$ cat src/rtl/result_packer.sv
// Packs pairs of 16-bit engine results into 32-bit FIFO words, with a small holding queue and
// pad/flush at layer end. Define RESULT_PACK_STATS_EN to build word_count and overflow.
module result_packer #(
  parameter int unsigned DATA_W      = 16,
  parameter int unsigned OUT_W       = 2 * DATA_W,
  parameter int unsigned QUEUE_DEPTH = 4,
  parameter int unsigned CNT_W       = 16
) (
  input  logic              clk,
  input  logic              rst,
  input  logic              in_valid,
  input  logic [DATA_W-1:0] in_data,
  input  logic              flush,
  input  logic              fifo_full,
  output logic              out_wr_en,
  output logic [OUT_W-1:0]  out_data,
  output logic              busy,
  output logic              flush_done,
  output logic [CNT_W-1:0]  word_count,
  output logic              overflow
);

  localparam int unsigned PTR_W = $clog2(QUEUE_DEPTH);

  typedef enum logic {StIdle, StFlush} state_e;

  state_e              state_q;
  logic                held_q, held_d;
  logic [DATA_W-1:0]   held_data_q, held_data_d;
  logic [OUT_W-1:0]    mem [QUEUE_DEPTH];
  logic [PTR_W:0]      wr_ptr_q, rd_ptr_q;
  logic                q_empty, q_full, pop, push, push_ok, drop;
  logic [OUT_W-1:0]    push_word;

  // Extra pointer bit distinguishes full from empty when the indices match.
  assign q_empty = (wr_ptr_q == rd_ptr_q);
  assign q_full  = (wr_ptr_q[PTR_W] != rd_ptr_q[PTR_W]) &&
                   (wr_ptr_q[PTR_W-1:0] == rd_ptr_q[PTR_W-1:0]);
  assign pop     = !q_empty && !fifo_full;
  assign drop    = push && q_full && !pop;
  assign push_ok = push && !drop;

  always_comb begin
    push        = 1'b0;
    push_word   = '0;
    held_d      = held_q;
    held_data_d = held_data_q;
    if (state_q == StIdle) begin
      if (in_valid) begin
        if (held_q) begin
          push      = 1'b1;
          push_word = {in_data, held_data_q};
          held_d    = 1'b0;
        end else begin
          held_d      = 1'b1;
          held_data_d = in_data;
        end
      end
      // Sample on the flush cycle is taken first; any leftover half is padded out.
      if (flush && held_d) begin
        push      = 1'b1;
        push_word = {{DATA_W{1'b0}}, held_data_d};
        held_d    = 1'b0;
      end
    end
  end

  always_ff @(posedge clk) begin
    if (push_ok) mem[wr_ptr_q[PTR_W-1:0]] <= push_word;
  end

  always_ff @(posedge clk or posedge rst) begin
    if (rst) begin
      state_q     <= StIdle;
      held_q      <= 1'b0;
      held_data_q <= '0;
      wr_ptr_q    <= '0;
      rd_ptr_q    <= '0;
      out_wr_en   <= 1'b0;
      out_data    <= '0;
      flush_done  <= 1'b0;
    end else begin
      held_q      <= held_d;
      held_data_q <= held_data_d;
      flush_done  <= 1'b0;
      if (push_ok) wr_ptr_q <= wr_ptr_q + 1'b1;
      out_wr_en <= pop;
      if (pop) begin
        rd_ptr_q <= rd_ptr_q + 1'b1;
        out_data <= mem[rd_ptr_q[PTR_W-1:0]];
      end
      case (state_q)
        StIdle: begin
          if (flush) state_q <= StFlush;
        end
        StFlush: begin
          if (q_empty && !out_wr_en) begin
            state_q    <= StIdle;
            flush_done <= 1'b1;
          end
        end
        default: state_q <= StIdle;
      endcase
    end
  end

  assign busy = held_q | !q_empty | out_wr_en | (state_q == StFlush);

`ifdef RESULT_PACK_STATS_EN
  logic [CNT_W-1:0] count_q;
  logic             ovf_q;

  always_ff @(posedge clk or posedge rst) begin
    if (rst) begin
      count_q <= '0;
      ovf_q   <= 1'b0;
    end else begin
      if (pop && (count_q != {CNT_W{1'b1}})) count_q <= count_q + 1'b1;
      if (drop || ((state_q == StFlush) && in_valid)) ovf_q <= 1'b1;
    end
  end

  assign word_count = count_q;
  assign overflow   = ovf_q;
`else
  assign word_count = '0;
  assign overflow   = 1'b0;
`endif

endmodule

$ cat config.mk
export PLATFORM = sky130hd
export DESIGN_NAME = result_packer
export DESIGN_NICKNAME = d
export VERILOG_FILES = /design/src/rtl/result_packer.sv
export SDC_FILE = /design/constraint.sdc
export NUM_CORES = 1
export LEC_CHECK = 0
export BUFFER_PORTS_ARGS = -buffer_cell sky130_fd_sc_hd__buf_2
export CORE_MARGIN = 4
export CORE_UTILIZATION = 55
export DETAILED_ROUTE_END_ITERATION = 16
export GPL_TIMING_DRIVEN = 0
export MAX_ROUTING_LAYER = met4
export PLACE_DENSITY = 0.72
export SETUP_SLACK_MARGIN = 0.5
export SLEW_MARGIN = 20
export SYNTH_ARGS = -nofsm -noshare
export SYNTH_HDL_FRONTEND = slang
export SYNTH_SLANG_ARGS = --single-unit
$ cat constraint.sdc
create_clock -name clk -period 3.9 [get_ports clk]
set_input_delay 0.78 -clock clk [delete_from_list [all_inputs] [get_ports clk]]
set_output_delay 0.78 -clock clk [all_outputs]
set_load 0.01 [all_outputs]
==> run summary, run 1 <==
Max Slew Vio Count = 0
FF-to-FF End = mem[0][21]$_DFFE_PP_
#FFs+latches synth = 186
gr ovfl total = 0
Core Box Area = 0.0139 sq mm
Post-synth EDFFs = 128
Clock Skew = 7.87 ps
number of cells in the finished layout apart from fillers = 722
die width = 127 um
crit path time final = 2540 ps
final instance area = 0.00912 sq mm
hold slack = 323 ps
Reg2Reg Depth = 6
final hold viol count = 0
Synth-to-Final Area Change = 17.2%
first-pass GRT wire length = 23100 um
library cells used by synthesis = 31
synthesized cell area = 0.00778 sq mm
power per standard cell area = 723 mW/mm^2
WL final = 14500 um
status = complete, no violations
DRT iter0 DRCs = 277
placed wire-length estimate = 9920 um
cts hold-fix bufs = 0
Max Cap Violations = 0
initial antenna violation count = 0
ANT cells = 0
layout cells sized above 1 = 38.7%
Synth Flop Type = edfxtp_1
Reg2Reg Setup Slack = 1580 ps
PostCTS Resize Cnt = 0
Setup Viol. Count Final = 0
Placed Cells = 690
fillers = 1005
Seq/Total Area, Yosys = 68.0%
Crit. End Element = output port
Std-Cell Rows = 43
Vias = 4006
post-DR vias/cell = 5.55
fin nets = 556
worst min-delay path class = in -> async
peak supply drop = 334 uV
CTS Sinks = 186
FMAX = 0.394 GHz
Area contributors post-synth = edfxtp_1 (49%), dfrtp_1 (19%), mux4_2 (8.7%)
cell taking the most area after synthesis = edfxtp_1
drt first pass iters = 4
# DRC = 0
startpoint types = flop
cells after synthesis = 434
# IOs = 73
cell with the most instances after synthesis = edfxtp_1
Synth top area share = 49.4%
cts bufs inserted = 17
Leakage = 3.58 nW
reg2reg start = held_q$_DFFE_PP0N_
setup TNS = 0 ps
Setup Crit Path Kind = reg -> out
Post-DP Area = 0.00847 sq mm
Syn. warnings = 0
area of the multi-input gates = 0.00225 sq mm
Worst-path clk slew = 60 ps
Initial Utilization = 56.1%
Skew-Pair Late Insertion Delay = 430 ps
die height = 127 um
Rel. slew slack = 56.3%
CTS tree = done
ANT nets after route = 0
list of most frequent post-synthesis cells = edfxtp_1 (128), dfrtp_1 (58), mux4_2 (30)
mean post-synth cell area = 17.9 sq um
register area = 0.00530 sq mm
Worst Tran Pin Value = 655 ps
unrepaired setup endpoints after global routing = false
Die Area = 0.0161 sq mm
Final period util = 65.2%
Async SR Flop Fraction = 31.2%
CP required = 3120 ps
Port Buffers = 55
total track usage = 19.8%
largest net degree at the start of global routing = 37
clock root cell = clkbuf_16
vias in the first global route = 4281
worst-path maximum fanout = 7
Arr. time, crit path = 1760 ps
WL/cell = 20.0 um
maximum buffer depth of the clock tree = 2
Setup Buffers After CTS = 0
Final Wtd Congestion = 0.806
maximum level of the CTS H-tree = 4
power breakdown:
group	switching [mW]	internal, mW	total, mW	leakage (nW)
sequential	0.211	2.47	2.68	1.93
combinational	0.908	1.14	2.05	1.35
clock	0.714	1.16	1.87	0.307
layer usage:
layer / track usage (%) / wire, um / vias to the layer above
met5: - / 0 / -
met4: 7.32 / 281 / 0
met3: 3.49 / 691 / 21
met2: 32.3 / 7440 / 121
met1: 25.1 / 6050 / 2060
li1: - / - / 1804
critical path, cell delays in order, from the launching register on:
cell     delay (ps)
dfrtp_1         390
buf_4           190
xnor2_2         260
nand3_1         110
nor2_1          180
nand2_1          70
buf_2           140
layout by cell type, fill, tap and decap left out, drive strengths merged, types with 6 or more instances in the layout:
master	instances
nor2b	15
conb	17
a21oi	17
ha	6
edfxtp	128
nand2	7
and2	21
dfrtp	58
mux4	32
nor2	21
a2bb2oi	14
clkbuf	31
mux2	48
buf	90
state kept, by name (all words and copies together), names as in the netlist:
signal       count
held_data_q     16
rd_ptr_q         3
mem            128
wr_ptr_q         3
flush_done       1
held_q           1
out_wr_en        1
out_data        32
state_q          1
kinds of logic (layout without fill, tap and decap cells):
family          Yosys count  in the layout  synth area share (%)
compound gates           38             38                  3.38
buf+inv                  43            135                  3.91
xor+xnor                  7              7                  1.08
simple gates             73             73                  4.98
mux                      80             80                  17.6
fa+ha+maj                 6              6                 0.965
flops                   186            186                  68.0
other cells               1             17                0.0482
layout make-up:
cell class / count / share of cell area [%]
Timing Repair Buffer: 60 / 4.28
Sequential cell: 186 / 58.0
Clock inverter: 10 / 1.78
Buffer: 39 / 3.17
Multi-Input combinational cell: 221 / 24.6
Inverter: 4 / 0.192
Tap cell: 180 / 2.47
Clock buffer: 22 / 5.42
per-stage QoR:
step	utilization (%)	power [mW]	worst slack [ps]
final	65.7	6.60	1360
after global routing	65.7	6.91	1230
after CTS	65.7	6.66	1330
after detailed placement	61.0	4.78	1100
after global placement	60.1	4.70	438
after floorplan	-	4.24	1270
how the worst max path moves through the flow:
| stage | to | slack [ps] | from |
|---|---|---|---|
| 2_1_floorplan | mem[3][0]$_DFFE_PP_ | 1270 | in_valid |
| 3_3_place_gp | mem[1][8]$_DFFE_PP_ | 440 | in_valid |
| 3_5_place_dp | mem[0][21]$_DFFE_PP_ | 1100 | in_valid |
| 4_1_cts | busy | 1330 | rd_ptr_q[1]$_DFFE_PP0P_ |
| 5_1_grt | busy | 1230 | rd_ptr_q[1]$_DFFE_PP0P_ |
| 6_report | busy | 1360 | rd_ptr_q[1]$_DFFE_PP0P_ |
Note: power is estimated with default switching activity, not from simulation.
==> inputs of run 2 (changes only) <==
--- a/config.mk
+++ b/config.mk
@@ -5,13 +5,14 @@
 export SDC_FILE = /design/constraint.sdc
 export NUM_CORES = 1
 export LEC_CHECK = 0
+export ABC_AREA = 1
 export BUFFER_PORTS_ARGS = -buffer_cell sky130_fd_sc_hd__buf_2
 export CORE_MARGIN = 4
-export CORE_UTILIZATION = 55
+export CORE_UTILIZATION = 54
 export DETAILED_ROUTE_END_ITERATION = 16
 export GPL_TIMING_DRIVEN = 0
 export MAX_ROUTING_LAYER = met4
-export PLACE_DENSITY = 0.72
+export PLACE_DENSITY = 0.73
 export SETUP_SLACK_MARGIN = 0.5
 export SLEW_MARGIN = 20
 export SYNTH_ARGS = -nofsm -noshare
==> constraint.sdc (replaced) <==
create_clock -name clk -period 2.2 [get_ports clk]
set_input_delay 0.44 -clock clk [delete_from_list [all_inputs] [get_ports clk]]
set_output_delay 0.44 -clock clk [all_outputs]
set_load 0.01 [all_outputs]
==> run summary, run 2 <==
max FFs per register = 128 (unchanged)
end of the critical path = busy (unchanged)
Switch Pwr = 5.23 mW (was 1.83 mW)
Net Sw Frac = 39.0% (was 27.8%)
total track usage = 24.8% (was 19.8%)
Internal = 8.16 mW (was 4.77 mW)
CTS tree = done (unchanged)
Synth-to-Final Area Change = 29.2% (was 17.2%)
hold slack = 122 ps (was 323 ps)
Setup Crit Path Kind = reg -> out (unchanged)
initial antenna violation count = 0 (unchanged)
CTS Sinks = 186 (unchanged)
WP depth = 9 (was 6)
ANT cells = 0 (unchanged)
crit path time final = 2090 ps
mean post-synth cell area = 9.65 sq um (was 17.9 sq um)
Core Box Area = 0.0146 sq mm (was 0.0139 sq mm)
die height = 130 um (was 127 um)
startpoint types = flop (unchanged)
cts bufs inserted = 17 (unchanged)
Crit path max-delay family = simple AND/OR/NAND/NOR gates (was flip-flops)
final hold viol count = 0 (unchanged)
Worst-path clk slew = 60 ps (about the same)
Post-synth EDFFs = 128 (unchanged)
# IOs = 73 (unchanged)
most frequent cells in the layout = nand2_1 (404), edfxtp_1 (128), buf_2 (68) (was edfxtp_1 (128), buf_2 (58), dfrtp_1 (58))
Final Wtd Congestion = 0.843 (was 0.806)
WL/cell = 17.6 um (was 20.0 um)
first-pass GRT wire length = 30400 um (was 23100 um)
# DRC = 0 (unchanged)
library cells used by synthesis = 24 (was 31)
Async SR Flop Fraction = 31.2% (unchanged)
power per standard cell area = 1280 mW/mm^2 (was 723 mW/mm^2)
Max Slew Vio Count = 0 (unchanged)
Leakage = 4.84 nW (was 3.58 nW)
reg2reg start = wr_ptr_q[2]$_DFFE_PP0P_ (was held_q$_DFFE_PP0N_)
Worst Path Buf+Inv = 3 (was 2)
clock root cell = clkbuf_16 (unchanged)
vias in the first global route = 5736 (was 4281)
DRT iter0 DRCs = 608 (was 277)
Std-Cell Rows = 44 (was 43)
Sequential Power Share = 36.6% (was 40.6%)
setup TNS = 0 ps (unchanged)
peak supply drop = 774 uV (was 334 uV)
CP most frequent cell = nand2_4
Syn. warnings = 0 (unchanged)
worst-path maximum fanout = 4 (was 7)
maximum level of the CTS H-tree = 4 (unchanged)
Max Cap Violations = 0 (unchanged)
Die Area = 0.0170 sq mm (was 0.0161 sq mm)
utilization after layout = 71.7% (was 65.7%)
most common cell after layout, fill and taps aside = nand2_1 (was edfxtp_1)
CP Cell Sequence = buf_6 -> inv_8 -> nand2_4 -> nand2_4 -> nor2_4 -> nand2_4 -> nor2_4 -> nand3_2 -> buf_6 (was buf_4 -> xnor2_2 -> nand3_1 -> nor2_1 -> nand2_1 -> buf_2)
status = complete, no violations (unchanged)
Worst Tran Pin Value = 719 ps (was 655 ps)
cells after synthesis = 839 (was 434)
#FFs+latches synth = 186 (unchanged)
Vias = 6274 (was 4006)
Synth Flop Type = edfxtp_1 (unchanged)
dpl ws = -602 ps (was 1100 ps)
Synth top area share = 47.5% (was 49.4%)
Skew-Pair Late Insertion Delay = 430 ps (about the same)
Port Buffers = 55 (unchanged)
FF-to-FF End = mem[2][4]$_DFFE_PP_ (was mem[0][21]$_DFFE_PP_)
die width = 130 um (was 127 um)
slowest CP cell = dfrtp_1 (unchanged)
final worst slack = 114 ps (was 1360 ps)
Post-DP Area = 0.00876 sq mm (was 0.00847 sq mm)
FMAX = 0.480 GHz
placed wire-length estimate = 11700 um (was 9920 um)
worst min-delay path class = in -> async (unchanged)
Clock Skew = 7.78 ps (was 7.87 ps)
cell taking the most area after synthesis = edfxtp_1 (unchanged)
Clk network pwr share = 21.1% (was 28.4%)
Rel. slew slack = 52.0% (was 56.3%)
layout cells sized above 1 = 25.6% (was 38.7%)
Critical path origin = rd_ptr_q[1]$_DFFE_PP0P_ (unchanged)
maximum buffer depth of the clock tree = 2 (unchanged)
largest net degree at the start of global routing = 33 (was 37)
post-DR vias/cell = 5.31 (was 5.55)
gr ovfl total = 0 (unchanged)
Final period util = 94.8%
list of most frequent post-synthesis cells = nand2_1 (413), edfxtp_1 (128), dfrtp_1 (58) (was edfxtp_1 (128), dfrtp_1 (58), mux4_2 (30))
fin nets = 1012 (was 556)
ANT nets after route = 0 (unchanged)
Arr. time, crit path = 1650 ps (was 1760 ps)
WL final = 20800 um (was 14500 um)
cell with the most instances after synthesis = nand2_1 (was edfxtp_1)
CP required = 1760 ps (was 3120 ps)
Setup Viol. Count Final = 0 (unchanged)
Area contributors post-synth = edfxtp_1 (47%), nand2_1 (19%), dfrtp_1 (18%) (was edfxtp_1 (49%), dfrtp_1 (19%), mux4_2 (8.7%))
Initial Utilization = 55.5% (was 56.1%)
final instance area = 0.0105 sq mm (was 0.00912 sq mm)
Reg2Reg Setup Slack = 210 ps (was 1580 ps)
synthesized cell area = 0.00810 sq mm (was 0.00778 sq mm)
Reg2Reg Depth = 10 (was 6)
Seq/Total Area, Yosys = 65.4% (was 68.0%)
drt first pass iters = 8 (was 4)
critical path's largest stage delay = 380 ps (was 390 ps)
Comb power frac = 42.3% (was 31.0%)
unrepaired setup endpoints after global routing = true (was false)
Crit. End Element = output port (unchanged)
-- run 2: cell count changes in the layout (fill, tap and decap cells not counted), moves of 23 or more --
cell	before	now
nand3_1	3	44
mux4_2	30	0
nor2_4	0	23
inv_1	3	41
mux2_4	27	0
nand2_1	6	404
-- run 2: cell type report --
class / instances / area (sq um)
flip-flops and latches: 186 / 5300
fillers: 972 / 4130
multi-input cells: 569 / 2830
repair buffers: 106 / 970
clock buffers: 22 / 484
plain buffers: 56 / 383
well taps: 184 / 230
inverters: 49 / 203
clock inverters: 10 / 65.1
-- run 2: worst reg2reg max path, delay by kind of cell (launching register included) --
kind,cells,cell delay [ps]
buffers and inverters,4,490
flip-flops,1,430
AND/OR/NAND/NOR,6,840
-- run 2: through the flow --
step                      cells  power [mW]
final                      1182        13.4
after floorplan             855        8.00
after global placement     1094        9.22
after detailed placement   1095        9.36
after global routing       1182        14.2
after CTS                  1166        12.8
-- run 2: cell families (layout without fill, tap and decap cells) --
kind of cell | count (synthesis) | count (layout) | share of synthesized area [%]
AOI/OAI and AO/OA | 43 | 43 | 3.00
adders and majority gates | 6 | 6 | 0.927
other | 1 | 17 | 0.0463
buffers and inverters | 105 | 243 | 6.34
xor gates and xnor gates | 2 | 2 | 0.216
DFF | 186 | 186 | 65.4
and+or+nand+nor | 496 | 501 | 24.1
-- run 2: power by group through the flow --
stage	Combinational, mW	Clock, mW	Sequential (mW)
floorplan	2.96	0	5.04
global placement	4.30	0	4.92
CTS	5.07	2.86	4.88
detailed placement	4.41	0	4.95
finish	5.66	2.83	4.90
global route	6.20	3.01	4.96
-- run 2: per-layer routing --
layer	wire, um	vias to the layer above	track usage [%]
met1	8250	2967	32.6
met5	0	-	-
met2	10200	295	38.7
met3	1770	46	5.28
li1	-	2966	-
met4	535	0	9.01
-- run 2: timing repair --
action | CTS | global route
endpoints found under the setup margin | 205 | 279
pin swaps | 17 | 11
hold endpoints to repair | 0 | 0
gates resized for setup | 59 | 93
gates cloned | 7 | 3
hold buffers | 0 | 0
buffers inserted | 32 | 13
-- run 2: worst min-delay path by stage --
stage / end / slack [ps] / depth (start not counted)
final: wr_ptr_q[0]$_DFFE_PP0P_ / 120 / 2
after global routing: wr_ptr_q[0]$_DFFE_PP0P_ / 160 / 2
after CTS: out_data[2]$_DFFE_PP0P_ / 130 / 2
after detailed placement: out_data[10]$_DFFE_PP0P_ / 450 / 2
after global placement: out_data[20]$_DFFE_PP0P_ / 450 / 2
after floorplan: held_data_q[1]$_DFFE_PP0N_ / 450 / 2
==> inputs of run 3 (changes only) <==
--- a/config.mk
+++ b/config.mk
@@ -5,14 +5,13 @@
 export SDC_FILE = /design/constraint.sdc
 export NUM_CORES = 1
 export LEC_CHECK = 0
-export ABC_AREA = 1
 export BUFFER_PORTS_ARGS = -buffer_cell sky130_fd_sc_hd__buf_2
 export CORE_MARGIN = 4
-export CORE_UTILIZATION = 54
+export CORE_UTILIZATION = 53
 export DETAILED_ROUTE_END_ITERATION = 16
-export GPL_TIMING_DRIVEN = 0
+export GPL_TIMING_DRIVEN = 1
 export MAX_ROUTING_LAYER = met4
-export PLACE_DENSITY = 0.73
+export PLACE_DENSITY = 0.72
 export SETUP_SLACK_MARGIN = 0.5
 export SLEW_MARGIN = 20
 export SYNTH_ARGS = -nofsm -noshare
==> run summary, run 3 (same netlist as run 1, synthesis figures left out) <==
Worst-path clk slew = 60 ps (about the same)
ANT cells = 0 (unchanged)
area of the multi-input gates = 0.00237 sq mm (was 0.00283 sq mm)
Final Wtd Congestion = 0.810 (was 0.843)
drt first pass iters = 5 (was 8)
WL final = 18100 um (was 20800 um)
fin nets = 576 (was 1012)
total track usage = 22.6% (was 24.8%)
Max Slew Vio Count = 0 (unchanged)
final worst slack = 213 ps (was 114 ps)
WL/cell = 24.3 um (was 17.6 um)
placed wire-length estimate = 9420 um (was 11700 um)
most common cell after layout, fill and taps aside = edfxtp_1 (was nand2_1)
FMAX = 0.503 GHz (was 0.480 GHz)
Setup Crit Path Kind = reg -> out (unchanged)
die height = 129 um (was 130 um)
Std-Cell Rows = 44 (unchanged)
Initial Utilization = 53.8% (was 55.5%)
Arr. time, crit path = 1550 ps (was 1650 ps)
CP Cell Sequence = xnor2_4 -> nand3_2 -> nor2_4 -> nand2_1 -> buf_2 (was buf_6 -> inv_8 -> nand2_4 -> nand2_4 -> nor2_4 -> nand2_4 -> nor2_4 -> nand3_2 -> buf_6)
hold_sp = in_data[3]
layout cells sized above 1 = 46.4% (was 25.6%)
CTS Sinks = 186 (unchanged)
Crit path max-delay family = flip-flops (was simple AND/OR/NAND/NOR gates)
ANT nets after route = 0 (unchanged)
cts bufs inserted = 17 (unchanged)
Pwr Total = 13.2 mW (was 13.4 mW)
status = complete, no violations (unchanged)
gr ovfl total = 0 (unchanged)
FF-to-FF End = mem[1][11]$_DFFE_PP_ (was mem[2][4]$_DFFE_PP_)
register area = 0.00530 sq mm (about the same)
Clk network pwr share = 24.9% (was 21.1%)
Setup Viol. Count Final = 0 (unchanged)
power per standard cell area = 1350 mW/mm^2 (was 1280 mW/mm^2)
WHS Endpoint = held_data_q[3]$_DFFE_PP0N_
initial antenna violation count = 0 (unchanged)
Worst Tran Pin Value = 716 ps (was 719 ps)
clock root cell = clkbuf_16 (unchanged)
peak supply drop = 1120 uV (was 774 uV)
CTS tree = done (unchanged)
Critical path origin = rd_ptr_q[0]$_DFFE_PP0P_ (was rd_ptr_q[1]$_DFFE_PP0P_)
utilization after layout = 67.7% (was 71.7%)
slowest CP cell = dfrtp_2 (was dfrtp_1)
Clock Skew = 10.7 ps (was 7.78 ps)
Net Sw Frac = 28.8% (was 39.0%)
setup TNS = 0 ps (unchanged)
worst-path maximum fanout = 3 (was 4)
# DRC = 0 (unchanged)
max FFs per register = 128 (unchanged)
post-DR vias/cell = 5.83 (was 5.31)
Synth-to-Final Area Change = 26.0% (was 29.2%)
Skew-Pair Late Insertion Delay = 440 ps (was 430 ps)
dpl ws = 162 ps (was -602 ps)
Reg2Reg Setup Slack = 220 ps (was 210 ps)
final hold viol count = 0 (unchanged)
Routed met1 length = 6970 um (was 8250 um)
Port Buffers = 55 (unchanged)
die width = 129 um (was 130 um)
unrepaired setup endpoints after global routing = true (unchanged)
met3 WL = 1420 um (was 1770 um)
Comb power frac = 38.8% (was 42.3%)
Routed met2 length = 9180 um (was 10200 um)
Internal = 9.39 mW (was 8.16 mW)
maximum buffer depth of the clock tree = 2 (unchanged)
crit path time final = 1990 ps (was 2090 ps)
DRT iter0 DRCs = 374 (was 608)
highest metal used = met4 (unchanged)
startpoint types = flop (unchanged)
first-pass GRT wire length = 26200 um (was 30400 um)
maximum level of the CTS H-tree = 4 (unchanged)
Max Cap Violations = 0 (unchanged)
Reg2Reg Depth = 6 (was 10)
worst hold path depth = 2
Final period util = 90.3% (was 94.8%)
CP required = 1760 ps (about the same)
critical path's largest stage delay = 450 ps (was 380 ps)
Worst Path Buf+Inv = 1 (was 3)
Sequential Power Share = 36.3% (was 36.6%)
Rel. slew slack = 52.2% (was 52.0%)
most frequent cells in the layout = edfxtp_1 (128), dfrtp_1 (55), buf_2 (55) (was nand2_1 (404), edfxtp_1 (128), buf_2 (68))
Switch Pwr = 3.80 mW (was 5.23 mW)
Vias = 4350 (was 6274)
# IOs = 73 (unchanged)
fillers = 925 (was 972)
Leakage = 3.84 nW (was 4.84 nW)
Core Box Area = 0.0145 sq mm (was 0.0146 sq mm)
largest net degree at the start of global routing = 49 (was 33)
vias in the first global route = 4404 (was 5736)
Die Area = 0.0167 sq mm (was 0.0170 sq mm)
reg2reg start = held_q$_DFFE_PP0N_ (was wr_ptr_q[2]$_DFFE_PP0P_)
worst min-delay path class = in -> reg (was in -> async)
Crit. End Element = output port (unchanged)
-- run 3: worst max path at each step --
stage	to	slack [ps]	depth (start not counted)
6_report	busy	210	5
4_1_cts	busy	200	5
3_3_place_gp	mem[0][31]$_DFFE_PP_	-90	6
2_1_floorplan	mem[3][0]$_DFFE_PP_	490	4
3_5_place_dp	mem[1][7]$_DFFE_PP_	160	7
5_1_grt	busy	130	5
-- run 3: cell type report --
class | instances | area share (%)
clock inverter | 12 | 2.00
timing repair buffer | 119 | 12.7
tap | 184 | 2.35
inverter | 4 | 0.191
multi-input combinational | 221 | 24.2
clock buffer | 20 | 4.55
sequential | 186 | 54.0
-- run 3: power groups by stage --
stage          Sequential (mW)  Clock (mW)  Combinational (mW)
5_1_grt                   4.85        3.50                5.42
2_1_floorplan             4.90           0                2.65
3_5_place_dp              4.82           0                3.65
4_1_cts                   4.76        3.35                4.84
6_report                  4.78        3.29                5.12
3_3_place_gp              4.78           0                3.58
-- run 3: through the flow --
stage          cell area [sq um]  hold slack (ps)  instances
3_5_place_dp                8370              422        670
6_report                    9810              281        746
4_1_cts                     9600              252        737
3_3_place_gp                8370              412        670
2_1_floorplan               7890              462        450
5_1_grt                     9810              286        746
-- run 3: what timing repair did --
item	CTS	global route
gates cloned	10	4
endpoints found under the hold margin	10	0
setup buffers	24	5
pin swaps	8	9
resized for setup	24	22
hold buffers	1	0
setup endpoints to repair	267	278
-- run 3: metal layers --
layer	vias up	global-route usage, %
li1	1861	-
met1	2243	28.8
met2	205	36.6
met3	41	4.37
met4	0	7.72
met5	-	-
